==> config.mk <==
export PLATFORM = sky130hd
export DESIGN_NAME = sklansky_accum_16
export DESIGN_NICKNAME = d
export VERILOG_FILES = /design/src/rtl/sklansky_pkg.sv /design/src/rtl/sklansky.sv /design/src/rtl/sklansky_accum_16.sv
export SDC_FILE = /design/constraint.sdc
export NUM_CORES = 1
export LEC_CHECK = 0
export BUFFER_PORTS_ARGS = -buffer_cell sky130_fd_sc_hd__buf_4
export CAP_MARGIN = 30
export CORE_ASPECT_RATIO = 0.8
export CORE_MARGIN = 1.5
export CORE_UTILIZATION = 49
export DETAILED_ROUTE_END_ITERATION = 10
export GPL_TIMING_DRIVEN = 0
export PLACE_DENSITY = 0.74
export SETUP_SLACK_MARGIN = 0.3
export SYNTH_ARGS = -nofsm -noshare
export SYNTH_HDL_FRONTEND = slang
export SYNTH_SLANG_ARGS = --single-unit
==> constraint.sdc <==
create_clock -name clk -period 3.6 [get_ports clk]
set_input_delay 0 -clock clk [delete_from_list [all_inputs] [get_ports clk]]
set_output_delay 0 -clock clk [all_outputs]
set_load 0.1 [all_outputs]
==> src/rtl/sklansky_pkg.sv <==
// Shared types and constants for the Sklansky adder and the accumulator built on it.
// Holds the accumulator state encoding and the default datapath widths.
package sklansky_pkg;

    localparam int unsigned WIDTH_DEF = 16;
    localparam int unsigned CNT_W_DEF = 8;

    typedef enum logic [1:0] {
        IDLE  = 2'd0,
        ACCUM = 2'd1,
        DONE  = 2'd2
    } state_e;

endpackage

==> src/rtl/sklansky.sv <==
// Purely combinational Sklansky (divide-and-conquer) parallel-prefix adder.
// sum/cout = a + b + cin.
module sklansky
    import sklansky_pkg::*;
#(
    parameter int unsigned WIDTH = WIDTH_DEF
) (
    input  logic [WIDTH-1:0] a,
    input  logic [WIDTH-1:0] b,
    input  logic             cin,
    output logic [WIDTH-1:0] sum,
    output logic             cout
);

    localparam int unsigned LEVELS = $clog2(WIDTH);

    // At level l, every bit with bit l of its index set absorbs the group
    // ending just below its aligned 2^l block.
    function automatic logic [WIDTH:0] prefix_add(input logic [WIDTH-1:0] x,
                                                  input logic [WIDTH-1:0] y,
                                                  input logic             c0);
        logic [WIDTH-1:0] g, p, g_n, p_n, p_bit;
        logic [WIDTH:0]   c;
        int               j;
        g     = x & y;
        p     = x ^ y;
        p_bit = p;
        for (int l = 0; l < int'(LEVELS); l++) begin
            g_n = g;
            p_n = p;
            for (int i = 0; i < int'(WIDTH); i++) begin
                if (((i >> l) & 1) == 1) begin
                    j      = ((i >> l) << l) - 1;
                    g_n[i] = g[i] | (p[i] & g[j]);
                    p_n[i] = p[i] & p[j];
                end
            end
            g = g_n;
            p = p_n;
        end
        c[0] = c0;
        for (int i = 0; i < int'(WIDTH); i++) begin
            c[i+1] = g[i] | (p[i] & c0);
        end
        return {c[WIDTH], p_bit ^ c[WIDTH-1:0]};
    endfunction

    assign {cout, sum} = prefix_add(a, b, cin);

endmodule

==> src/rtl/sklansky_accum_16.sv <==
// Multi-operand accumulator: sums a programmed number of streamed operands through
// one Sklansky adder and reports the wrapped sum plus a saturating carry-out count.
module sklansky_accum_16
    import sklansky_pkg::*;
#(
    parameter int unsigned WIDTH = WIDTH_DEF,
    parameter int unsigned CNT_W = CNT_W_DEF
) (
    input  logic             clk,
    input  logic             rst_n,
    input  logic             start,
    input  logic [CNT_W-1:0] len,
    input  logic             in_valid,
    output logic             in_ready,
    input  logic [WIDTH-1:0] in_data,
    output logic             out_valid,
    input  logic             out_ready,
    output logic [WIDTH-1:0] out_sum,
    output logic [CNT_W-1:0] out_carries,
    output logic             busy
);

    state_e           state_q, state_d;
    logic [WIDTH-1:0] acc_q, acc_d;
    logic [CNT_W-1:0] rem_q, rem_d;
    logic [CNT_W-1:0] carries_q, carries_d;
    logic [WIDTH-1:0] add_sum;
    logic             add_cout;

    sklansky #(
        .WIDTH(WIDTH)
    ) u_adder (
        .a   (acc_q),
        .b   (in_data),
        .cin (1'b0),
        .sum (add_sum),
        .cout(add_cout)
    );

    always_ff @(posedge clk or negedge rst_n) begin
        if (!rst_n) begin
            state_q   <= IDLE;
            acc_q     <= '0;
            rem_q     <= '0;
            carries_q <= '0;
        end else begin
            state_q   <= state_d;
            acc_q     <= acc_d;
            rem_q     <= rem_d;
            carries_q <= carries_d;
        end
    end

    always_comb begin
        state_d   = state_q;
        acc_d     = acc_q;
        rem_d     = rem_q;
        carries_d = carries_q;
        in_ready  = (state_q == ACCUM);
        out_valid = (state_q == DONE);
        busy      = (state_q != IDLE);
        unique case (state_q)
            IDLE: begin
                if (start) begin
                    acc_d     = '0;
                    carries_d = '0;
                    if (len != '0) begin
                        rem_d   = len;
                        state_d = ACCUM;
                    end else begin
                        state_d = DONE;
                    end
                end
            end
            ACCUM: begin
                if (in_valid) begin
                    acc_d = add_sum;
                    if (add_cout && (carries_q != '1)) begin
                        carries_d = carries_q + 1'b1;
                    end
                    rem_d = rem_q - 1'b1;
                    if (rem_q == CNT_W'(1)) begin
                        state_d = DONE;
                    end
                end
            end
            DONE: begin
                if (out_ready) begin
                    state_d = IDLE;
                end
            end
            default: state_d = IDLE;
        endcase
    end

    // Result registers double as output holding registers across IDLE.
    assign out_sum     = acc_q;
    assign out_carries = carries_q;

endmodule

==> After elaboration in Yosys (flattened, before gate mapping) <==
Cells that the tools add are included.
{ "classes": {"n_mux": 17, "div_mod_pow": 0, "n_mul": 0, "n_addsub": 2, "n_reduce_logical": 9, "order_cmp": 0, "shifts": 0, "n_bitwise": 84, "eq_ne": 10} }
{ "op_table": {"columns": ["op", "count"], "rows": [
  ["AND 1 bit", 49],
  ["two-way mux 8 bit", 6],
  ["two-way mux 16 bit", 2],
  ["bitwise OR 1 bit", 32],
  ["case mux 16 bit (2 select lines)", 1],
  ["case mux 8 bit (2 select lines)", 2],
  ["bitwise XOR 16 bit", 2],
  ["AND 16 bit", 1],
  ["AND reduction 4 bit", 3],
  ["two-way mux 2 bit", 5],
  ["adder 8 x 1 -> 8 bit, second input constant", 1],
  ["equality test 8 x 1 -> 1 bit, second input constant", 1],
  ["!= test 8 bit, second input constant", 1],
  ["nonzero test 8 bit", 1],
  ["subtractor 8 x 1 -> 8 bit, second input constant", 1],
  ["!= test 2 x 1 -> 1 bit, second input constant", 3],
  ["!= test 2 bit, second input constant", 3],
  ["case mux 2 bit (3 select lines)", 1],
  ["nonzero test 2 bit", 2],
  ["AND reduction 3 bit", 1],
  ["equality test 2 x 1 -> 1 bit, second input constant", 1],
  ["equality test 2 bit, second input constant", 1],
  ["zero test 2 bit", 1],
  ["logical AND 1 bit", 1]
]} }
{ "word_totals": {"ff_bits": 34, "romBits": 0, "elab_cells": 126, "output_inout_bits": 27, "latchBits": 0, "ram_bits": 0, "mem_count": 0} }

==> Longest topological paths before layout <==
Gate-level depths: netlist of run 1.
{ "logic_depth": {"depth_word": 13, "depth_mapped": 11, "ltp_nobuf": 11} }

==> Cells and area by module <==
From an unflattened synthesis of run 1, not the netlist that was laid out.
{ "hier_totals": {"cells_unflattened": 250, "area_unflattened_um2": 2392.3} }
{ "by_module_without_submodules": {"columns": ["module", "cells_per_inst", "area_each_um2", "n_inst"], "rows": [
  ["sklansky_accum_16", 166, 1684.1, 1],
  ["sklansky", 84, 708.2, 1]
]} }

==> Worst setup path after synthesis of run 1 <==
Ideal clock, no wire load.
{ "synth_path": {"path_type": "register to register", "start": "register acc_q[0], in the netlist out_sum[0]", "end": "register acc_q[9], in the netlist out_sum[9]", "path_slack_ns": 0.542, "t_arrival_ns": 2.963, "stages_incl_launch_ff": 12, "path_buffers": 0, "setup_ns": 0.095, "synth_period_minus_slack_ns": 3.058, "cell_sequence": "dfrtp_1 -> ha_1 -> inv_1 -> fa_1 -> nand2b_1 -> a21oi_1 -> nand2b_1 -> a21o_1 -> a21oi_1 -> fa_1 -> xor2_1 -> o31ai_1"} }
{ "synth_via": {"elab_chain_len": 12} }
{ "synth_rtl": {"columns": ["item", "line", "source"], "rows": [
  ["from (decl)", "sklansky_accum_16.sv:24", "logic [WIDTH-1:0] acc_q, acc_d;"],
  ["from (signal assigned)", "sklansky_accum_16.sv:43", "acc_q <= '0;"],
  ["from (signal assigned)", "sklansky_accum_16.sv:48", "acc_q <= acc_d;"],
  ["AND 16 bit", "sklansky.sv:25", "g = x & y;"],
  ["AND 1 bit", "sklansky.sv:34", "g_n[i] = g[i] | (p[i] & g[j]);"],
  ["bitwise OR 1 bit", "sklansky.sv:34", null],
  ["AND 1 bit", "sklansky.sv:34", null],
  ["bitwise OR 1 bit", "sklansky.sv:34", null],
  ["AND 1 bit", "sklansky.sv:34", null],
  ["bitwise OR 1 bit", "sklansky.sv:34", null],
  ["AND 1 bit", "sklansky.sv:34", null],
  ["bitwise OR 1 bit", "sklansky.sv:34", null],
  ["bitwise XOR 16 bit", "sklansky.sv:45", "return {c[WIDTH], p_bit ^ c[WIDTH-1:0]};"],
  ["two-way mux 16 bit", "sklansky_accum_16.sv:76", "if (in_valid) begin"],
  ["case mux 16 bit (2 select lines)", "sklansky_accum_16.sv:62", "unique case (state_q)"]
]} }
No other way between the ends. The select of a mux whose other input is x is not followed.
A chain may end at the register's enable or synchronous reset.

==> Worst setup path after layout of run 1 <==
Ends and elaborated chain as after synthesis.

==> impl_metrics.ini, run 1 <==
[yosys]
ys_ff_latch = 34
yosys_warnings = 0
avgSynthCellArea_sq_um = 8.91
mappedNetlistNets = 304
seq_area_frac_synth_pct = 37.8
synth_cell_types = 47
syn_area_sq_um = 2250
synthCells = 253

[job]
maxCapViolations = 0

[drt]
topRoutingLayerUsed = met4
vias_per_cell = 5.52
vias = 2074
post_drt_wl_per_cell_microns = 13.8
met3_length_microns = 216
wl_met2_mm = 2.41
drt_iter0_drc = 83
drt.antenna.violating_nets = 0
wl_met1_mm = 2.51
wl_mm = 5.19
drc = 0
dr.pass1.iters = 4

[floorplanning]
dieArea_sq_um = 5020
start_util_pct = 52.3
io_pins = 56
core_area_sq_um = 4310
die_w_microns = 78.8
die_h_microns = 63.7
row_count = 21

[final_layout]
antenna_cells = 0
final_cell_mix = 55 x buf_4, 34 x dfrtp_1, 26 x nor2_1, 24 x nand2_1, 23 x o21ai_0
fillers = 377
syn_to_final_growth_pct = 27.7
final_nets = 369
drive_above_1_share_pct = 22.9
final_common_cell = buf_4
fin_util_pct = 66.8
stdcell_count = 376

[sta]
finalSetupViolations = 0
finalMaxSlewViolations = 0
finalHoldViolations = 0
timing.hold.ws_ps = 6.90
max_freq_mhz = 377
tns_ps = 0
timing.final.crit_share_pct = 73.8
worstMarginPinSlew_ps = 642
max_slew_margin_pct = 56.8
period_needed_ps = 2660
rsz0062_at_grt = false
finalClockSkew_ps = 6.40

[clock_tree]
h-tree-depth = 2
path_clk_slew_ps = 80
cts_root_buffer = clkbuf_8
clock_path_buffers = 2
cts_buffers = 5
clk-insertion-delay-late_ps = 290
cts_tree = done
post_cts_resized = 0
clock-sinks = 34

[placement]
place.port_buffers = 55
hpwl_mm = 3.84
dpl.cell_count = 365
place_congestion = 0.870

[critical_path]
crit_required_ps = 3800
crit_buf_inv = 1
r2r_cells = 11
critPathKind = flop to flop
cp.depth = 11
crit_slowest_cell = fa_1
slowest_delay_ps = 410
cp-start-kind = flop
critPathArrivalTime_ps = 2860
critPathTopFamily = adder cells
crit_path_end_kind = flop
crit_chain = ha_1 > inv_1 > fa_1 > nand2b_1 > a21oi_1 > nand2b_1 > a21o_1 > a21oi_1 > fa_1 > xor2_1 > o31ai_1
crit_fanout = 3

[min_path]
min_path_type = input port to flop
hold-path-cell-count = 3

[global_route]
grt_max_degree = 35
grt_util_all_layers_pct = 22.6
grt_pass1_wl_mm = 8.94
antenna_found_initial = 0
grt_pass1_vias = 2006
grt_overflow_total = 0

[status]
outcome = finished, final reports clean
-- state kept, by name, indices dropped and copies added (netlist names) --
signal	count
state_q	2
rem_q	8
out_sum	16
out_carries	8
-- metal layers --
metal	up-vias	track usage, %
li1	1032	-
met1	985	30.8
met2	50	36.1
met3	7	4.64
met4	0	7.02
met5	-	0
-- final cells by class --
cell class | count | area (sq um) | share of cell area [%]
Clock inverter | 3 | 40.0 | 1.39
Timing Repair Buffer | 58 | 443 | 15.4
Inverter | 18 | 67.6 | 2.35
Tap cell | 57 | 71.3 | 2.48
Sequential cell | 34 | 851 | 29.6
Multi-Input combinational cell | 194 | 1290 | 44.9
Buffer | 7 | 42.5 | 1.48
Clock buffer | 5 | 68.8 | 2.39
-- cell usage after synthesis, drive strengths merged --
master,number,area (sq um)
a21o,3,23.8
or4,2,15.0
a32o,1,10.0
nor2b,1,6.26
and2b,1,7.51
and3,2,12.5
nor3,4,20.0
xnor2,4,35.0
o211ai,2,15.0
o22a,1,8.76
nand2b,6,37.5
inv,18,67.6
dfrtp,34,851
nand4,2,12.5
a21oi,22,125
a32oi,1,8.76
clkbuf,3,11.3
buf,4,31.3
nand2,24,90.1
mux2i,3,30.0
o21a,4,30.0
o21ai,26,141
o31ai,4,30.0
a22oi,2,15.0
nor2,27,104
nor4,3,18.8
a211o,1,8.76
xor2,6,52.6
and4,1,8.76
o22ai,4,25.0
a31oi,10,62.6
nand3,1,5.00
or2,2,12.5
ha,18,225
fa,4,80.1
o2bb2ai,1,8.76
and2,1,6.26
-- stage by stage --
stage,instance area (sq um),worst slack (ps)
6_report,2880,945
5_1_grt,2880,781
4_1_cts,2880,943
3_5_place_dp,2740,955
3_3_place_gp,2740,1000
2_1_floorplan,2250,542
-- tightest hold or removal path: stages --
cell and delay [ps]:
buf_4 80, a21oi_1 50, o21ai_0 140
-- cells by family after synthesis --
logic type,count (synthesis),share of synthesized area (%)
flops,34,37.8
xor+xnor,10,3.89
mux,3,1.33
simple gates,77,15.8
compound gates,82,22.8
buf+inv,25,4.89
fa+ha+maj,22,13.5
-- worst paths after layout --
check                            startpoint          end  slack, ps
worst max-delay path             out_sum[0]   out_sum[9]        940
worst min-delay path                 len[4]     rem_q[4]          7
worst max register to register   out_sum[0]   out_sum[9]        940
worst min register to register  out_sum[14]  out_sum[14]        510
max in group asynchronous             rst_n   out_sum[7]       3100
min in group asynchronous             rst_n   out_sum[2]        190
-- what timing repair did --
item | in CTS | in global routing
hold endpoints to repair | 36 | 0
hold buffers | 3 | 0
setup buffers | 0 | 0
Power of run 1 is not shown: default switching activity piles up to over one toggle a cycle in this logic, so the estimate is an artifact.
==> run 2, diff against run 1 <==
--- a/config.mk
+++ b/config.mk
@@ -9,10 +9,10 @@
 export CAP_MARGIN = 30
 export CORE_ASPECT_RATIO = 0.8
 export CORE_MARGIN = 1.5
-export CORE_UTILIZATION = 49
+export CORE_UTILIZATION = 48
 export DETAILED_ROUTE_END_ITERATION = 10
 export GPL_TIMING_DRIVEN = 0
-export PLACE_DENSITY = 0.74
+export PLACE_DENSITY = 0.76
 export SETUP_SLACK_MARGIN = 0.3
 export SYNTH_ARGS = -nofsm -noshare
 export SYNTH_HDL_FRONTEND = slang
==> constraint.sdc (replaced) <==
create_clock -name clk -period 2.38 [get_ports clk]
set_input_delay 0 -clock clk [delete_from_list [all_inputs] [get_ports clk]]
set_output_delay 0 -clock clk [all_outputs]
set_load 0.1 [all_outputs]
==> run 2 against run 1 <==
Routed wire length up 9.0%. Critical endpoint is now out_carries[4]. Worst hold slack better by 3.3 ps. Non-clock buffer count up 11. Maximum frequency up 14%. Cell count grew 3.7%. Global-route usage up 0.77 points. Clock skew is 2.2 ps higher.
==> impl_metrics.ini, run 2 (same netlist as run 1, synthesis figures left out) <==
[final_layout]
final_nets = 380
fin_util_pct = 69.0
fillers = 372
final_cell_mix = 64 x buf_4, 26 x nor2_1, 26 x dfrtp_1, 24 x nand2_1, 19 x o21ai_0
antenna_cells = 0
syn_to_final_growth_pct = 39.1
largest_reg_flops = 16
drive_above_1_share_pct = 34.8
final_common_cell = buf_4

[clock_tree]
cts_tree = done
clock-sinks = 34
clk-insertion-delay-late_ps = 290
cts_root_buffer = clkbuf_8
clock_path_buffers = 2
cts_buffers = 5
path_clk_slew_ps = 70
h-tree-depth = 2

[critical_path]
critPathKind = flop to flop
reg2reg_from = out_sum[0]
r2r_cells = 13
critPathArrivalTime_ps = 2490
crit_path_end_kind = flop
crit_path_start = out_sum[0]
crit_end = out_carries[4]
rrSetupSlack_ps = 50
crit_fanout = 7
cp-start-kind = flop
crit_required_ps = 2550
reg2reg_to = out_carries[4]

[drt]
dr.pass1.iters = 4
vias_per_cell = 5.43
drt_iter0_drc = 123
drt.antenna.violating_nets = 0
wl_mm = 5.66
post_drt_wl_per_cell_microns = 14.5
drc = 0
vias = 2119

[placement]
place_congestion = 0.916
pre_cts_ws_ps = -27.1
place.port_buffers = 55
hpwl_mm = 3.80

[sta]
max_freq_mhz = 430
finalClockSkew_ps = 8.62
finalSetupViolations = 0
rsz0062_at_grt = true
worstMarginPinSlew_ps = 635
max_slew_margin_pct = 57.3
tns_ps = 0
timing.hold.ws_ps = 10.2
finalHoldViolations = 0
timing.final.crit_share_pct = 97.7
fin_ws_ps = 53.6
finalMaxSlewViolations = 0
period_needed_ps = 2330

[floorplanning]
core_area_sq_um = 4540
die_w_microns = 79.6
dieArea_sq_um = 5120
io_pins = 56
row_count = 22
start_util_pct = 49.6
die_h_microns = 64.3

[global_route]
grt_pass1_wl_mm = 9.43
grt_max_degree = 35
antenna_found_initial = 0
grt_pass1_vias = 2020
grt_overflow_total = 0
grt_util_all_layers_pct = 23.4

[status]
outcome = finished, final reports clean

[min_path]
min_path_type = input port to flop

[job]
maxCapViolations = 0
==> run 2: area by class of cell <==
class                      instances  area [sq um]  share of cell area (%)
inverter                          18          67.6                    2.15
clock inverter                     1          5.00                   0.160
buffer                             7          42.5                    1.36
timing repair buffer              69           542                    17.3
tap                               60          75.1                    2.39
multi-input combinational        194          1450                    46.3
sequential                        34           866                    27.6
clock buffer                       7          86.3                    2.75
==> run 2: per-stage QoR <==
stage	std cells	instance area [sq um]
floorplan	253	2310
global placement	368	2800
detailed placement	368	2800
CTS	387	3040
global route	390	3140
finish	390	3140
==> run 2: layer usage <==
metal,up-vias,routed length (microns),track usage (%)
li1,1050,-,-
met1,1028,2690,33.8
met2,39,2760,36.5
met3,2,200,4.14
met4,0,8,5.04
met5,-,0,0
==> run 2: worst min path at each step <==
stage                start              to  cells after the start
floorplan            rst_n  out_carries[0]                      0
global placement     rst_n  out_carries[0]                      1
detailed placement   rst_n  out_carries[0]                      1
CTS                 len[2]        rem_q[2]                      3
global route        len[2]        rem_q[2]                      3
finish              len[2]        rem_q[2]                      3
==> run 2: critical path, cell delays in order (launching register included) <==
cell      delay, ps
dfrtp_4         490
ha_4            160
inv_2            40
fa_2            190
nand2b_4        130
a21oi_4          60
buf_4           140
buf_6           110
o21ai_4         160
o21ai_2          90
buf_4           150
a21o_4          240
a31oi_1         180
a31oi_1          50
==> run 2: repair_timing <==
action                                  in CTS  in global routing
hold endpoints to repair                    36                  0
pin swaps                                   10                  6
gates cloned                                 0                  0
resized for setup                           11                 13
endpoints found under the setup margin      13                 16
hold buffers                                 3                  0
setup buffers                                8                  3
Power of run 2 is left out for the same reason.
